===== src/rtl/fifo_defines_pkg.sv =====
// Shared definitions for the sample FIFO and its DAC read side.
package fifo_defines_pkg;

    localparam int unsigned DATA_WIDTH     = 16;
    localparam int unsigned SAMPLE_CNT_W   = 16;
    localparam int unsigned DAC_CLK_DIV    = 2;
    localparam int unsigned DAC_GAP_CYCLES = 2;

    typedef enum logic [2:0] {
        IDLE,
        POP,
        LATCH,
        SHIFT,
        GAP
    } rd_state_t;

endpackage


===== src/rtl/spi_sclk_div.sv =====
// Half-period counter for the DAC serial clock. Runs only while run_i is high;
// otherwise sclk_o is held low and the counter is cleared.
module spi_sclk_div #(
    parameter int unsigned CLK_DIV = 2
) (
    input  logic clk,
    input  logic rst,
    input  logic run_i,
    output logic rise_tick_o,
    output logic fall_tick_o,
    output logic sclk_o
);

    localparam int unsigned CNT_W = $clog2(CLK_DIV + 1);

    logic [CNT_W-1:0] cnt_q, cnt_d;
    logic             sclk_q, sclk_d;
    logic             half_done;

    assign half_done   = run_i && (cnt_q == CNT_W'(CLK_DIV - 1));
    // Ticks flag the edge on which sclk will change level.
    assign rise_tick_o = half_done && !sclk_q;
    assign fall_tick_o = half_done && sclk_q;
    assign sclk_o      = sclk_q;

    // Next-state for the half-period counter and the sclk level.
    always_comb begin
        cnt_d  = cnt_q;
        sclk_d = sclk_q;
        if (!run_i) begin
            cnt_d  = '0;
            sclk_d = 1'b0;
        end else if (half_done) begin
            cnt_d  = '0;
            sclk_d = ~sclk_q;
        end else begin
            cnt_d = cnt_q + 1'b1;
        end
    end

    // Counter and sclk registers.
    always_ff @(posedge clk or posedge rst) begin
        if (rst) begin
            cnt_q  <= '0;
            sclk_q <= 1'b0;
        end else begin
            cnt_q  <= cnt_d;
            sclk_q <= sclk_d;
        end
    end

endmodule


===== src/rtl/dac_spi_reader.sv =====
// Drains the sample FIFO and shifts each sample MSB-first to a serial DAC
// (SPI mode 0). Counts completed frames and flags FIFO starvation.
// Optional build macro DAC_OFFSET_BINARY_EN: invert the sample MSB at capture
// so two's-complement samples go out as offset binary.
module dac_spi_reader
    import fifo_defines_pkg::*;
#(
    parameter int unsigned DATA_WIDTH = fifo_defines_pkg::DATA_WIDTH,
    parameter int unsigned CLK_DIV    = DAC_CLK_DIV,
    parameter int unsigned GAP_CYCLES = DAC_GAP_CYCLES
) (
    input  logic                    clk,
    input  logic                    rst,
    input  logic                    en_i,
    input  logic                    empty_i,
    input  logic [DATA_WIDTH-1:0]   data_i,
    output logic                    rd_en_o,
    output logic                    cs_n_o,
    output logic                    sclk_o,
    output logic                    mosi_o,
    output logic                    busy_o,
    output logic [SAMPLE_CNT_W-1:0] sample_cnt_o,
    output logic                    underrun_o
);

    localparam int unsigned BIT_W = $clog2(DATA_WIDTH + 1);
    localparam int unsigned GAP_W = $clog2(GAP_CYCLES + 1);

    rd_state_t               state_q, state_d;
    logic [DATA_WIDTH-1:0]   shift_q;
    logic                    mosi_q;
    logic [BIT_W-1:0]        bit_cnt_q;
    logic [GAP_W-1:0]        gap_cnt_q;
    logic [SAMPLE_CNT_W-1:0] sample_cnt_q;
    logic                    underrun_q;
    logic                    rise_tick, fall_tick;
    logic [DATA_WIDTH-1:0]   sample;

    spi_sclk_div #(
        .CLK_DIV (CLK_DIV)
    ) u_sclk_div (
        .clk         (clk),
        .rst         (rst),
        .run_i       (state_q == SHIFT),
        .rise_tick_o (rise_tick),
        .fall_tick_o (fall_tick),
        .sclk_o      (sclk_o)
    );

`ifdef DAC_OFFSET_BINARY_EN
    assign sample = {~data_i[DATA_WIDTH-1], data_i[DATA_WIDTH-2:0]};
`else
    assign sample = data_i;
`endif

    // Moore output decodes.
    assign rd_en_o      = (state_q == POP);
    assign cs_n_o       = !((state_q == LATCH) || (state_q == SHIFT));
    assign busy_o       = (state_q != IDLE);
    assign mosi_o       = mosi_q;
    assign sample_cnt_o = sample_cnt_q;
    assign underrun_o   = underrun_q;

    // Frame sequencing; the frame ends on the fall after the last rising edge.
    always_comb begin
        state_d = state_q;
        unique case (state_q)
            IDLE:  if (en_i && !empty_i) state_d = POP;
            POP:   state_d = LATCH;
            LATCH: state_d = SHIFT;
            SHIFT: if (fall_tick && (bit_cnt_q == BIT_W'(DATA_WIDTH))) state_d = GAP;
            GAP:   if (gap_cnt_q == GAP_W'(GAP_CYCLES - 1)) state_d = IDLE;
            default: state_d = IDLE;
        endcase
    end

    // State register.
    always_ff @(posedge clk or posedge rst) begin
        if (rst) state_q <= IDLE;
        else     state_q <= state_d;
    end

    // Shift datapath, bit/gap counters, frame counter and underrun flag.
    always_ff @(posedge clk or posedge rst) begin
        if (rst) begin
            shift_q      <= '0;
            mosi_q       <= 1'b0;
            bit_cnt_q    <= '0;
            gap_cnt_q    <= '0;
            sample_cnt_q <= '0;
            underrun_q   <= 1'b0;
        end else begin
            if (state_q == LATCH) begin
                shift_q   <= sample;
                mosi_q    <= sample[DATA_WIDTH-1];
                bit_cnt_q <= '0;
            end else if (state_q == SHIFT) begin
                if (rise_tick) bit_cnt_q <= bit_cnt_q + 1'b1;
                if (fall_tick) begin
                    shift_q <= {shift_q[DATA_WIDTH-2:0], 1'b0};
                    mosi_q  <= shift_q[DATA_WIDTH-2];
                end
            end

            if (state_q == SHIFT && state_d == GAP) begin
                sample_cnt_q <= sample_cnt_q + 1'b1;
                gap_cnt_q    <= '0;
            end else if (state_q == GAP) begin
                gap_cnt_q <= gap_cnt_q + 1'b1;
            end

            if (!en_i) begin
                underrun_q <= 1'b0;
            end else if (state_q == IDLE && empty_i && sample_cnt_q != '0) begin
                underrun_q <= 1'b1;
            end
        end
    end

endmodule


===== config.mk =====
export PLATFORM = sky130hd
export DESIGN_NAME = dac_spi_reader
export DESIGN_NICKNAME = d
export VERILOG_FILES = /design/src/rtl/fifo_defines_pkg.sv /design/src/rtl/spi_sclk_div.sv /design/src/rtl/dac_spi_reader.sv
export SDC_FILE = /design/constraint.sdc
export NUM_CORES = 1
export LEC_CHECK = 0
export ABC_CLOCK_PERIOD_IN_PS = 2950
export BUFFER_PORTS_ARGS = -buffer_cell sky130_fd_sc_hd__buf_4
export CORE_ASPECT_RATIO = 1.2
export CORE_MARGIN = 2
export CORE_UTILIZATION = 58
export DETAILED_ROUTE_END_ITERATION = 10
export PLACE_DENSITY = 0.9
export SYNTH_ARGS = -nofsm -noshare
export SYNTH_HDL_FRONTEND = slang
export SYNTH_SLANG_ARGS = --single-unit
export TNS_END_PERCENT = 5

===== constraint.sdc =====
create_clock -name clk -period 2.95 [get_ports clk]
set_input_delay 0.4425 -clock clk [delete_from_list [all_inputs] [get_ports clk]]
set_output_delay 0.4425 -clock clk [all_outputs]
set_load 0.03 [all_outputs]

==> results of run 1 <==
-- cells in the mapped netlist (2+ instances only) --
master and count:
nor3_2 2, xor2_1 11, nand3_1 8, buf_2 3, o21ai_1 16, nor2b_1 2, and4_1 2, and2_1 3
o21bai_1 2, nand4_1 3, nor2_1 11, buf_4 2, nor3b_1 3, nand2b_1 2, nand2_1 26, nor3b_2 2
xnor2_1 10, dfrtp_1 46, mux2i_1 15, and3_1 3, buf_6 3, nor3_1 2, nand3b_1 2, nor4_1 4
a21oi_1 3, inv_1 8, ha_1 5
-- state kept, by name, summed over array words and instances, names as in the netlist --
signal / count
u_sclk_div.sclk_o: 1
bit_cnt_q: 5
u_sclk_div.cnt_q: 2
underrun_o: 1
sample_cnt_o: 16
shift_q: 15
state_q: 3
mosi_o: 1
gap_cnt_q: 2
-- worst reg2reg max path: stages, from the launching register on --
cell and delay, ns:
dfrtp_1 0.46, and3b_1 0.43, nand3_2 0.49, mux2i_1 0.33
o21ai_1 0.10
-- how the worst max path moves through the flow --
stage                     startpoint     endpoint  slack [ns]
final                     state_q[2]  shift_q[13]        1.02
after global routing      state_q[2]   state_q[1]        0.84
after CTS                 state_q[2]  shift_q[13]        0.99
after detailed placement  state_q[2]  shift_q[13]        1.01
after global placement    state_q[2]   shift_q[4]        1.13
after floorplan           state_q[1]      rd_en_o        1.23
-- power by group through the flow --
stage	Clock (uW)	Combinational [uW]	Sequential, uW
3_5_place_dp	0	39.7	648
3_3_place_gp	0	38.6	648
2_1_floorplan	0	12.9	649
6_report	395	38.6	635
5_1_grt	434	43.9	636
4_1_cts	407	39.7	635
-- kinds of logic (layout without fill, tap and decap cells) --
| group | Yosys count | count (layout) | share of synthesized area |
|---|---|---|---|
| flops | 46 | 46 | 0.499 |
| simple gates | 84 | 84 | 0.218 |
| xor+xnor | 21 | 21 | 0.0797 |
| compound gates | 24 | 24 | 0.0591 |
| buf+inv | 17 | 59 | 0.0472 |
| fa+ha+maj | 5 | 5 | 0.0271 |
| mux | 16 | 16 | 0.0700 |
-- final cells by class --
cell class / count / area, sq um / share of cell area
inverters: 8 / 30.0 / 0.0111
well taps: 54 / 67.6 / 0.0249
repair buffers: 43 / 323 / 0.119
clock buffers: 6 / 82.6 / 0.0304
flip-flops and latches: 46 / 1150 / 0.424
multi-input cells: 150 / 1050 / 0.386
clock inverters: 2 / 12.5 / 0.00461
-- metal layers --
| metal | vias to the layer above | GRT usage |
|---|---|---|
| met3 | 5 | 0.0532 |
| met5 | - | 0 |
| li1 | 807 | - |
| met4 | 0 | 0.0567 |
| met2 | 32 | 0.333 |
| met1 | 767 | 0.262 |
-- per-stage QoR --
step           area [sq um]  setup slack (ns)
2_1_floorplan          2310              1.23
3_3_place_gp           2620              1.13
3_5_place_dp           2620              1.01
4_1_cts                2720             0.994
5_1_grt                2720             0.845
6_report               2720              1.02
==> metrics.yaml, run 1 <==
drt-met1-wl_mm: 1.78
netlist_area_sq_um: 2310
power.leakage_uw: 0.00123
routedWlPerCell_microns: 12.9
worstMarginPinSlew_ns: 0.741
synthTopCellsByArea: "dfrtp_1 (50%), mux2i_1 (6.5%), nand2_1 (4.2%)"
cap_violations: 0
vias: 1611
dp_hpwl_mm: 2.89
power_frac_clock: 0.370
r2r_cells: 4
setup_viol: 0
area_delta_synth_final_pct: 17.7
max_freq_mhz: 518
routed_wl_mm: 3.98
ir_drop_uv: 333
max_stage_delay_ns: 0.49
initial_core_util: 0.595
netSwitchingFraction: 0.213
clkTransAtPathRegs_ns: 0.09
p_switching_uw: 228
dieWidth_microns: 61.6
synth.yosys.seq_area_share: 0.499
dr_wl_met3_microns: 147
utilization: 0.700
die_y_microns: 73.1
rows: 25
synth_top_cell_by_area: "dfrtp_1"
overflow: 0
antenna_found_initial: 0
crit_fanout: 17
portBuffers: 41
synth_edf_count: 0
io-pin-count: 42
ant_nets: 0
crit_path_start_kind: "flip-flop"
wl_met2_mm: 2.02
drc: 0
clk_latency_ns: 0.30
core_sq_um: 3880
via_per_inst: 5.21
r2r-end: "shift_q[13]"
n_fill_cell: 315
clock_skew_ns: 0.00822
grt_max_degree: 38
synth_seq_cells: 46
drt_iter0_drc: 114
final_common_cell: "dfrtp_1"
avgSynthCellArea_sq_um: 10.8
numCtsBuffers: 5
finalCritPeriodShare: 0.654
postCtsSetupBuffers: 0
clockBufferDepth: 2
highest_layer: "met4"
worstPathRequired_ns: 3.12
cts_tree: "yes"
timing.reg2reg.setup_slack_ns: 1.02
synthArstFlopShare: 1.00
firstDrtPassIters: 4
yosysTopAreaCellShare: 0.499
grt_use_total: 0.203
grt_pass1_wl_mm: 6.94
cts_resized: 0
fin_crit_ns: 1.93
nNetsFinal: 279
critPathSlowestCell: "nand3_2"
crit_arrival_ns: 2.10
place_congestion: 0.812
cts_hold_buf: 0
fin_cells: 309
outcome: "finished, final reports clean"
synthCells: 213
total_power_uw: 1070
crit_type: "flip-flop to flip-flop"
syn_nets: 238
holdWs_ns: 0.177
htreeDepth: 2
first_global_vias: 1589
power_density_nw_per_um2: 394
comb_power_share: 0.036
seqPwrFrac: 0.594
rsz0062_at_grt: "no"
ys.flop_type: "dfrtp_1"
slew_headroom: 0.503
drive_gt1_frac: 0.243
r2r_start: "state_q[2]"
cts.sinks: 46
yosys_warnings: 0
crit_chain: "and3b_1 -> nand3_2 -> mux2i_1 -> o21ai_1"
p_int_uw: 842
crit_family: "simple AND/OR/NAND/NOR gates"
ys_types: 41
root_buffer: "clkbuf_8"
layout_common_cells: "dfrtp_1 (46), buf_4 (43), nand2_1 (26), o21ai_1 (16), mux2i_1 (15)"
hp-class: "primary input to asynchronous set/reset pin"
post-place-cells: 301
hold_viol: 0
setup_tns_ns: 0
antennaDiodeCount: 0
cp_num_cells: 4
endpoint_kind: "flip-flop"
crit_buf_inv: 0
finalMaxSlewViolations: 0
dieArea_sq_um: 4500
Power figures use the tool's default switching activity.
==> run 2, diff against run 1 <==
--- a/config.mk
+++ b/config.mk
@@ -5,13 +5,13 @@
 export SDC_FILE = /design/constraint.sdc
 export NUM_CORES = 1
 export LEC_CHECK = 0
-export ABC_CLOCK_PERIOD_IN_PS = 2950
+export ABC_CLOCK_PERIOD_IN_PS = 1700
 export BUFFER_PORTS_ARGS = -buffer_cell sky130_fd_sc_hd__buf_4
 export CORE_ASPECT_RATIO = 1.2
 export CORE_MARGIN = 2
-export CORE_UTILIZATION = 58
+export CORE_UTILIZATION = 50
 export DETAILED_ROUTE_END_ITERATION = 10
-export PLACE_DENSITY = 0.9
+export PLACE_DENSITY = 0.83
 export SYNTH_ARGS = -nofsm -noshare
 export SYNTH_HDL_FRONTEND = slang
 export SYNTH_SLANG_ARGS = --single-unit
==> constraint.sdc (replaced) <==
create_clock -name clk -period 1.7 [get_ports clk]
set_input_delay 0.255 -clock clk [delete_from_list [all_inputs] [get_ports clk]]
set_output_delay 0.255 -clock clk [all_outputs]
set_load 0.03 [all_outputs]
==> run 2 against run 1 <==
  * First-iteration DRC count down 18%
  * Worst hold slack worse by 0.014 ns
  * Clock skew down 0.0019 ns
  * Register-to-register slack worse by 1.0 ns
  * Utilization down 6.0 points
  * Critical path depth up 3
  * Final cell count up 5.8%
  * Via count up 7.1%
  * Critical path type unchanged
  * Largest cell class unchanged
  * Largest power group unchanged
  * Highest routed layer unchanged
==> metrics.yaml, run 2 (same netlist as run 1, synthesis figures left out) <==
antennaDiodeCount: 0  # unchanged
root_buffer: "clkbuf_8"
dieArea_sq_um: 5180  # +15%
dp_hpwl_mm: 3.08  # +6.5%
dieWidth_microns: 66.0  # +7.2%
holdWs_ns: 0.163  # -0.0142 ns
htreeDepth: 2  # unchanged
ir_drop_uv: 334  # +0.27%
power.leakage_uw: 0.00133  # +7.7%
routedWlPerCell_microns: 12.8  # -0.45%
worstMarginPinSlew_ns: 0.646  # -0.0944 ns
drive_gt1_frac: 0.297  # +0.0543
setup_viol: 0  # unchanged
layout_common_cells: "buf_4 (54), dfrtp_1 (46), nand2_1 (26), o21ai_1 (16), mux2i_1 (15)"
drt_iter0_drc: 94  # -18%
portBuffers: 41  # unchanged
wl_met2_mm: 2.14  # +5.7%
firstDrtPassIters: 4  # unchanged
hold_depth: 3
slew_headroom: 0.566  # +0.0633
rsz0062_at_grt: "yes"
nNetsFinal: 294  # +5.4%
crit_family: "simple AND/OR/NAND/NOR gates"
vias: 1726  # +7.1%
cts.sinks: 46  # unchanged
power_density_nw_per_um2: 618  # +57%
overflow: 0  # unchanged
die_y_microns: 78.4  # +7.3%
clkTransAtPathRegs_ns: 0.08  # about the same
grt_max_degree: 38  # unchanged
dr_wl_met3_microns: 188  # +28%
crit_arrival_ns: 1.90  # -0.20 ns
clockBufferDepth: 2  # unchanged
clock_skew_ns: 0.00633  # -0.00190 ns
routed_wl_mm: 4.19  # +5.4%
finalMaxSlewViolations: 0  # unchanged
crit_path_start_kind: "flip-flop"
final_common_cell: "buf_4"
antenna_found_initial: 0  # unchanged
first_global_vias: 1661  # +4.5%
finalCritPeriodShare: 0.990  # +0.337
ant_nets: 0  # unchanged
rows: 27  # +8.0%
grt_pass1_wl_mm: 7.51  # +8.2%
hp-class: "primary input to flip-flop"
core_sq_um: 4530  # +17%
max_stage_delay_ns: 0.41  # -0.08 ns
fin_ws_ns: 0.0163  # -1.00 ns
highest_layer: "met4"
clk_latency_ns: 0.29  # about the same
largest_reg_flops: 16  # unchanged
numCtsBuffers: 5  # unchanged
crit_type: "flip-flop to flip-flop"
io-pin-count: 42  # unchanged
setup_tns_ns: 0  # unchanged
grt_use_total: 0.185  # -0.0182
outcome: "finished, final reports clean"
hold_viol: 0  # unchanged
max_freq_mhz: 594  # +15%
crit_buf_inv: 2  # +2
cap_violations: 0  # unchanged
drc: 0  # unchanged
r2r_cells: 7  # +3
crit_chain: "inv_2 -> ha_4 -> and4bb_2 -> nand4_4 -> buf_4 -> nor3_2 -> xor2_1"
endpoint_kind: "flip-flop"
area_delta_synth_final_pct: 25.7
initial_core_util: 0.510  # -0.0852
pre_cts_ws_ns: -0.0394  # -1.05 ns
crit_fanout: 6  # -11
place_congestion: 0.799  # -1.6%
total_power_uw: 1790  # +68%
drt-met1-wl_mm: 1.81  # +1.5%
utilization: 0.640  # -0.0599
cts_tree: "yes"
cp_num_cells: 7  # +3
via_per_inst: 5.28  # +1.2%
critPathSlowestCell: "dfrtp_1"
worstPathRequired_ns: 1.92  # -1.20 ns
fin_crit_ns: 1.68  # -0.245 ns
==> run 2: changes by cell type in the layout (fill, tap and decap cells not counted), sizes merged <==
| cell | change |
|---|---|
| buf | +14 |
| clkbuf | +1 |
| clkinv | -1 |
| clkinvlp | -1 |
| dlygate4sd3 | +1 |
==> run 2: cell type report <==
type | instances | area (sq um)
fillers | 379 | 1630
well taps | 58 | 72.6
clock buffers | 7 | 76.3
inverters | 8 | 30.0
flip-flops and latches | 46 | 1150
repair buffers | 58 | 467
multi-input cells | 150 | 1100
==> run 2: power by group <==
group	switching [uW]	internal, uW	total [uW]
Combinational	33.0	40.5	73.5
Clock	333	283	617
Sequential	3.34	1100	1100
Total	370	1420	1790
==> run 2: path summary, 6_finish.rpt <==
| path | startpoint | endpoint | slack [ns] |
|---|---|---|---|
| min in group asynchronous | rst | mosi_o | 0.52 |
| max | bit_cnt_q[0] | sample_cnt_o[5] | 0.02 |
| min | data_i[10] | shift_q[10] | 0.16 |
| min reg2reg | u_sclk_div.cnt_q[0] | u_sclk_div.cnt_q[0] | 0.48 |
| max reg2reg | bit_cnt_q[0] | sample_cnt_o[5] | 0.02 |
| max in group asynchronous | rst | state_q[1] | 0.68 |
==> run 2: metrics by stage <==
step / std cells / cell area [sq um]
CTS: 323 / 2810
global placement: 315 / 2730
finish: 327 / 2900
detailed placement: 315 / 2730
floorplan: 213 / 2310
global route: 327 / 2900
==> run 2: timing repair <==
action	CTS	global route
hold endpoints to repair	16	0
hold buffers	1	0
resized for setup	0	10
endpoints found under the setup margin	7	12
gates cloned	0	0
pin swaps	2	5
buffers inserted	0	4
==> run 2: tightest hold or removal path, delay by kind of cell <==
family	cells	cell delay [ns]
buffers and inverters	1	0.08
AOI/OAI and AO/OA	1	0.06
and+or+nand+nor	1	0.04
==> run 2: routing by layer <==
metal	global-route usage	vias up
li1	-	839
met1	0.241	839
met2	0.306	42
met3	0.0430	6
met4	0.0551	0
met5	0	-
==> run 3, diff against run 2 <==
--- a/config.mk
+++ b/config.mk
@@ -5,13 +5,15 @@
 export SDC_FILE = /design/constraint.sdc
 export NUM_CORES = 1
 export LEC_CHECK = 0
+export ABC_AREA = 1
 export ABC_CLOCK_PERIOD_IN_PS = 1700
 export BUFFER_PORTS_ARGS = -buffer_cell sky130_fd_sc_hd__buf_4
 export CORE_ASPECT_RATIO = 1.2
 export CORE_MARGIN = 2
-export CORE_UTILIZATION = 50
+export CORE_UTILIZATION = 52
+export CTS_BUF_LIST = sky130_fd_sc_hd__clkbuf_8
 export DETAILED_ROUTE_END_ITERATION = 10
-export PLACE_DENSITY = 0.83
+export PLACE_DENSITY = 0.85
 export SYNTH_ARGS = -nofsm -noshare
 export SYNTH_HDL_FRONTEND = slang
 export SYNTH_SLANG_ARGS = --single-unit
==> constraint.sdc (replaced) <==
create_clock -name clk -period 1.7 [get_ports clk]
set_input_delay 0.255 -clock clk [delete_from_list [all_inputs] [get_ports clk]]
set_output_delay 0.255 -clock clk [all_outputs]
set_load 0.01 [all_outputs]
==> run 3 against run 2 <==
  * Final area grew 2.4%
  * Clock skew shrank 0.0028 ns
  * Sequential share of layout area shrank 0.92 points
  * Utilization grew 1.0 points
  * Critical path depth grew 1
  * Routed wire length grew 27%
  * Worst hold slack gained 0.011 ns
  * Sequential power is essentially flat
  * Via count grew 29%
  * Clock power grew 7.9%
  * Synthesized area grew 6.2%
  * Highest routed layer unchanged
==> metrics.yaml, run 3 <==
outcome: "finished, final reports clean"
grt_use_total: 0.221  # +0.0365
power_frac_clock: 0.362  # +0.018
layout_common_cells: "nand2_1 (95), dfrtp_1 (46), buf_4 (46), nand3_1 (33), nor2_1 (32)"
netSwitchingFraction: 0.211  # +0.00512
cts.sinks: 46  # unchanged
p_switching_uw: 390  # +5.4%
crit_path_start_kind: "flip-flop"
firstDrtPassIters: 4  # unchanged
synthTopCellsByArea: "dfrtp_1 (47%), nand2_1 (15%), nand3_1 (6.7%)"
cts_tree: "yes"
multi_input_area_sq_um: 1140  # +3.3%
synthArstFlopShare: 1.00  # unchanged
drt_iter0_drc: 110  # +17%
io-pin-count: 42  # unchanged
clkTransAtPathRegs_ns: 0.08  # about the same
max_freq_mhz: 646  # +8.8%
fin_crit_ns: 1.55  # -0.136 ns
finalMaxSlewViolations: 0  # unchanged
synth.yosys.seq_area_share: 0.470  # -0.0290
clockBufferDepth: 2  # unchanged
ys.flop_type: "dfrtp_1"
pre_cts_ws_ns: 0.0977  # +0.137 ns
synth_edf_count: 0  # unchanged
holdWs_ns: 0.174  # +0.0107 ns
avgSynthCellArea_sq_um: 7.75  # -28%
worstPathRequired_ns: 1.93  # about the same
setup_viol: 0  # unchanged
cap_violations: 0  # unchanged
synthCells: 316  # +48%
yosys_warnings: 0  # unchanged
dieArea_sq_um: 5280  # +2.0%
vias: 2224  # +29%
rsz0062_at_grt: "no"
netlist_area_sq_um: 2450  # +6.2%
hp-class: "primary input to flip-flop"
rows: 27  # unchanged
worstMarginPinSlew_ns: 0.666  # +0.0194 ns
area_delta_synth_final_pct: 21.1
ir_drop_uv: 454  # +36%
endpoint_kind: "flip-flop"
seqPwrFrac: 0.598  # -0.017
htreeDepth: 2  # unchanged
nNetsFinal: 387  # +32%
p_int_uw: 1450  # +2.1%
drc: 0  # unchanged
routedWlPerCell_microns: 12.7  # -0.96%
die_y_microns: 79.2  # +0.99%
core_sq_um: 4560  # +0.75%
synth_common_cells: "nand2_1 (95), dfrtp_1 (46), nand3_1 (33)"
drive_gt1_frac: 0.197  # -0.101
numCtsBuffers: 5  # unchanged
synth_top_cell_by_area: "dfrtp_1"
yosysMostFrequentCell: "nand2_1"
dp_hpwl_mm: 3.84  # +25%
postCtsSetupBuffers: 0  # unchanged
clock_skew_ns: 0.00352  # -0.00281 ns
setup_tns_ns: 0  # unchanged
grt_pass1_wl_mm: 8.91  # +19%
ys_types: 24  # -41%
crit_type: "flip-flop to flip-flop"
place_congestion: 0.847  # +6.0%
crit_fanout: 31  # +25
ant_nets: 0  # unchanged
power_density_nw_per_um2: 621  # +0.42%
dieWidth_microns: 66.7  # +0.98%
overflow: 0  # unchanged
synth_seq_cells: 46  # unchanged
crit_arrival_ns: 1.77  # -0.13 ns
initial_core_util: 0.537  # +0.0275
antennaDiodeCount: 0  # unchanged
n_fill_cell: 415  # +9.5%
fin_ws_ns: 0.152  # +0.136 ns
antenna_found_initial: 0  # unchanged
final_common_cell: "nand2_1"
slew_headroom: 0.553  # -0.0130
portBuffers: 41  # unchanged
finalCritPeriodShare: 0.911  # -0.0799
via_per_inst: 5.31  # +0.56%
hold_viol: 0  # unchanged
comb_power_share: 0.040  # about the same
yosysTopAreaCellShare: 0.470  # -0.0290
root_buffer: "clkbuf_8"
grt_max_degree: 32  # -16%
clk_latency_ns: 0.30  # about the same
regArea_sq_um: 1150  # unchanged
largest_reg_flops: 16  # unchanged
power.leakage_uw: 0.00151  # +14%
syn_nets: 341  # +43%
first_global_vias: 2056  # +24%
routed_wl_mm: 5.32  # +27%
-- run 3: changes by cell type in the layout (fill, tap and decap cells not counted), moves of 15 or more --
cell     delta
o21ai_0    +16
nor2_1     +22
o21ai_1    -16
nand2_1    +69
inv_1      +20
mux2i_1    -15
nand3_1    +25
-- run 3: per-layer routing --
metal  track usage  vias to the layer above  routed length (microns)
li1              -                     1108                        -
met1         0.253                     1043                     2280
met2         0.382                       61                     2660
met3        0.0538                       12                      276
met4         0.104                        0                      106
met5             0                        -                        0
-- run 3: cell families (layout without fill, tap and decap cells) --
group / after synthesis / after routing / share of synthesized area
buffers and inverters: 39 / 84 / 0.0674
AO/OA/AOI/OAI: 34 / 34 / 0.0848
XOR/XNOR: 8 / 8 / 0.0286
adder cells (fa/ha/maj): 5 / 5 / 0.0255
flip-flops: 46 / 46 / 0.470
AND/OR/NAND/NOR: 184 / 184 / 0.324
-- run 3: power by group through the flow --
stage                     Sequential (uW)  Combinational [uW]  Clock, uW
after global placement               1120                73.6          0
after global routing                 1100                83.6        724
after floorplan                      1120                25.2          0
after detailed placement             1120                75.1          0
final                                1100                74.5        666
after CTS                            1100                76.9        677
-- run 3: critical path: stages (launching register included) --
cell and delay, ns:
dfrtp_1 0.41, inv_2 0.11, nand2_1 0.08, nor2_1 0.22
inv_4 0.18, nand2_1 0.15, buf_12 0.16, nor2_1 0.04
a21oi_1 0.11
-- run 3: final timing paths --
kind,cells past startpoint,to,slack [ns],startpoint
worst max-delay path,8,mosi_o,0.15,state_q[2]
worst min-delay path,3,shift_q[0],0.17,data_i[0]
worst max register to register,8,mosi_o,0.15,state_q[2]
worst min register to register,1,u_sclk_div.cnt_q[0],0.47,u_sclk_div.cnt_q[0]
max in group asynchronous,4,shift_q[9],0.65,rst
min in group asynchronous,3,bit_cnt_q[4],0.53,rst
-- run 3: what timing repair did --
action                     CTS  global route
hold buffers                 1             0
setup endpoints to repair    0            18
hold endpoints to repair    16             0
resized for setup            0             3
-- run 3: layout make-up --
| class | instances | area share |
|---|---|---|
| flip-flops and latches | 46 | 0.388 |
| multi-input cells | 231 | 0.384 |
| repair buffers | 50 | 0.140 |
| inverters | 28 | 0.0363 |
| clock buffers | 6 | 0.0278 |
| well taps | 58 | 0.0245 |
-- run 3: through the flow --
stage                     cells  cell area [sq um]  total power, uW   util
after detailed placement    412               2870             1200  0.629
final                       419               2970             1840  0.651
after global placement      412               2870             1200  0.629
after CTS                   419               2960             1860  0.649
after floorplan             316               2450             1150      -
after global routing        419               2970             1910  0.651
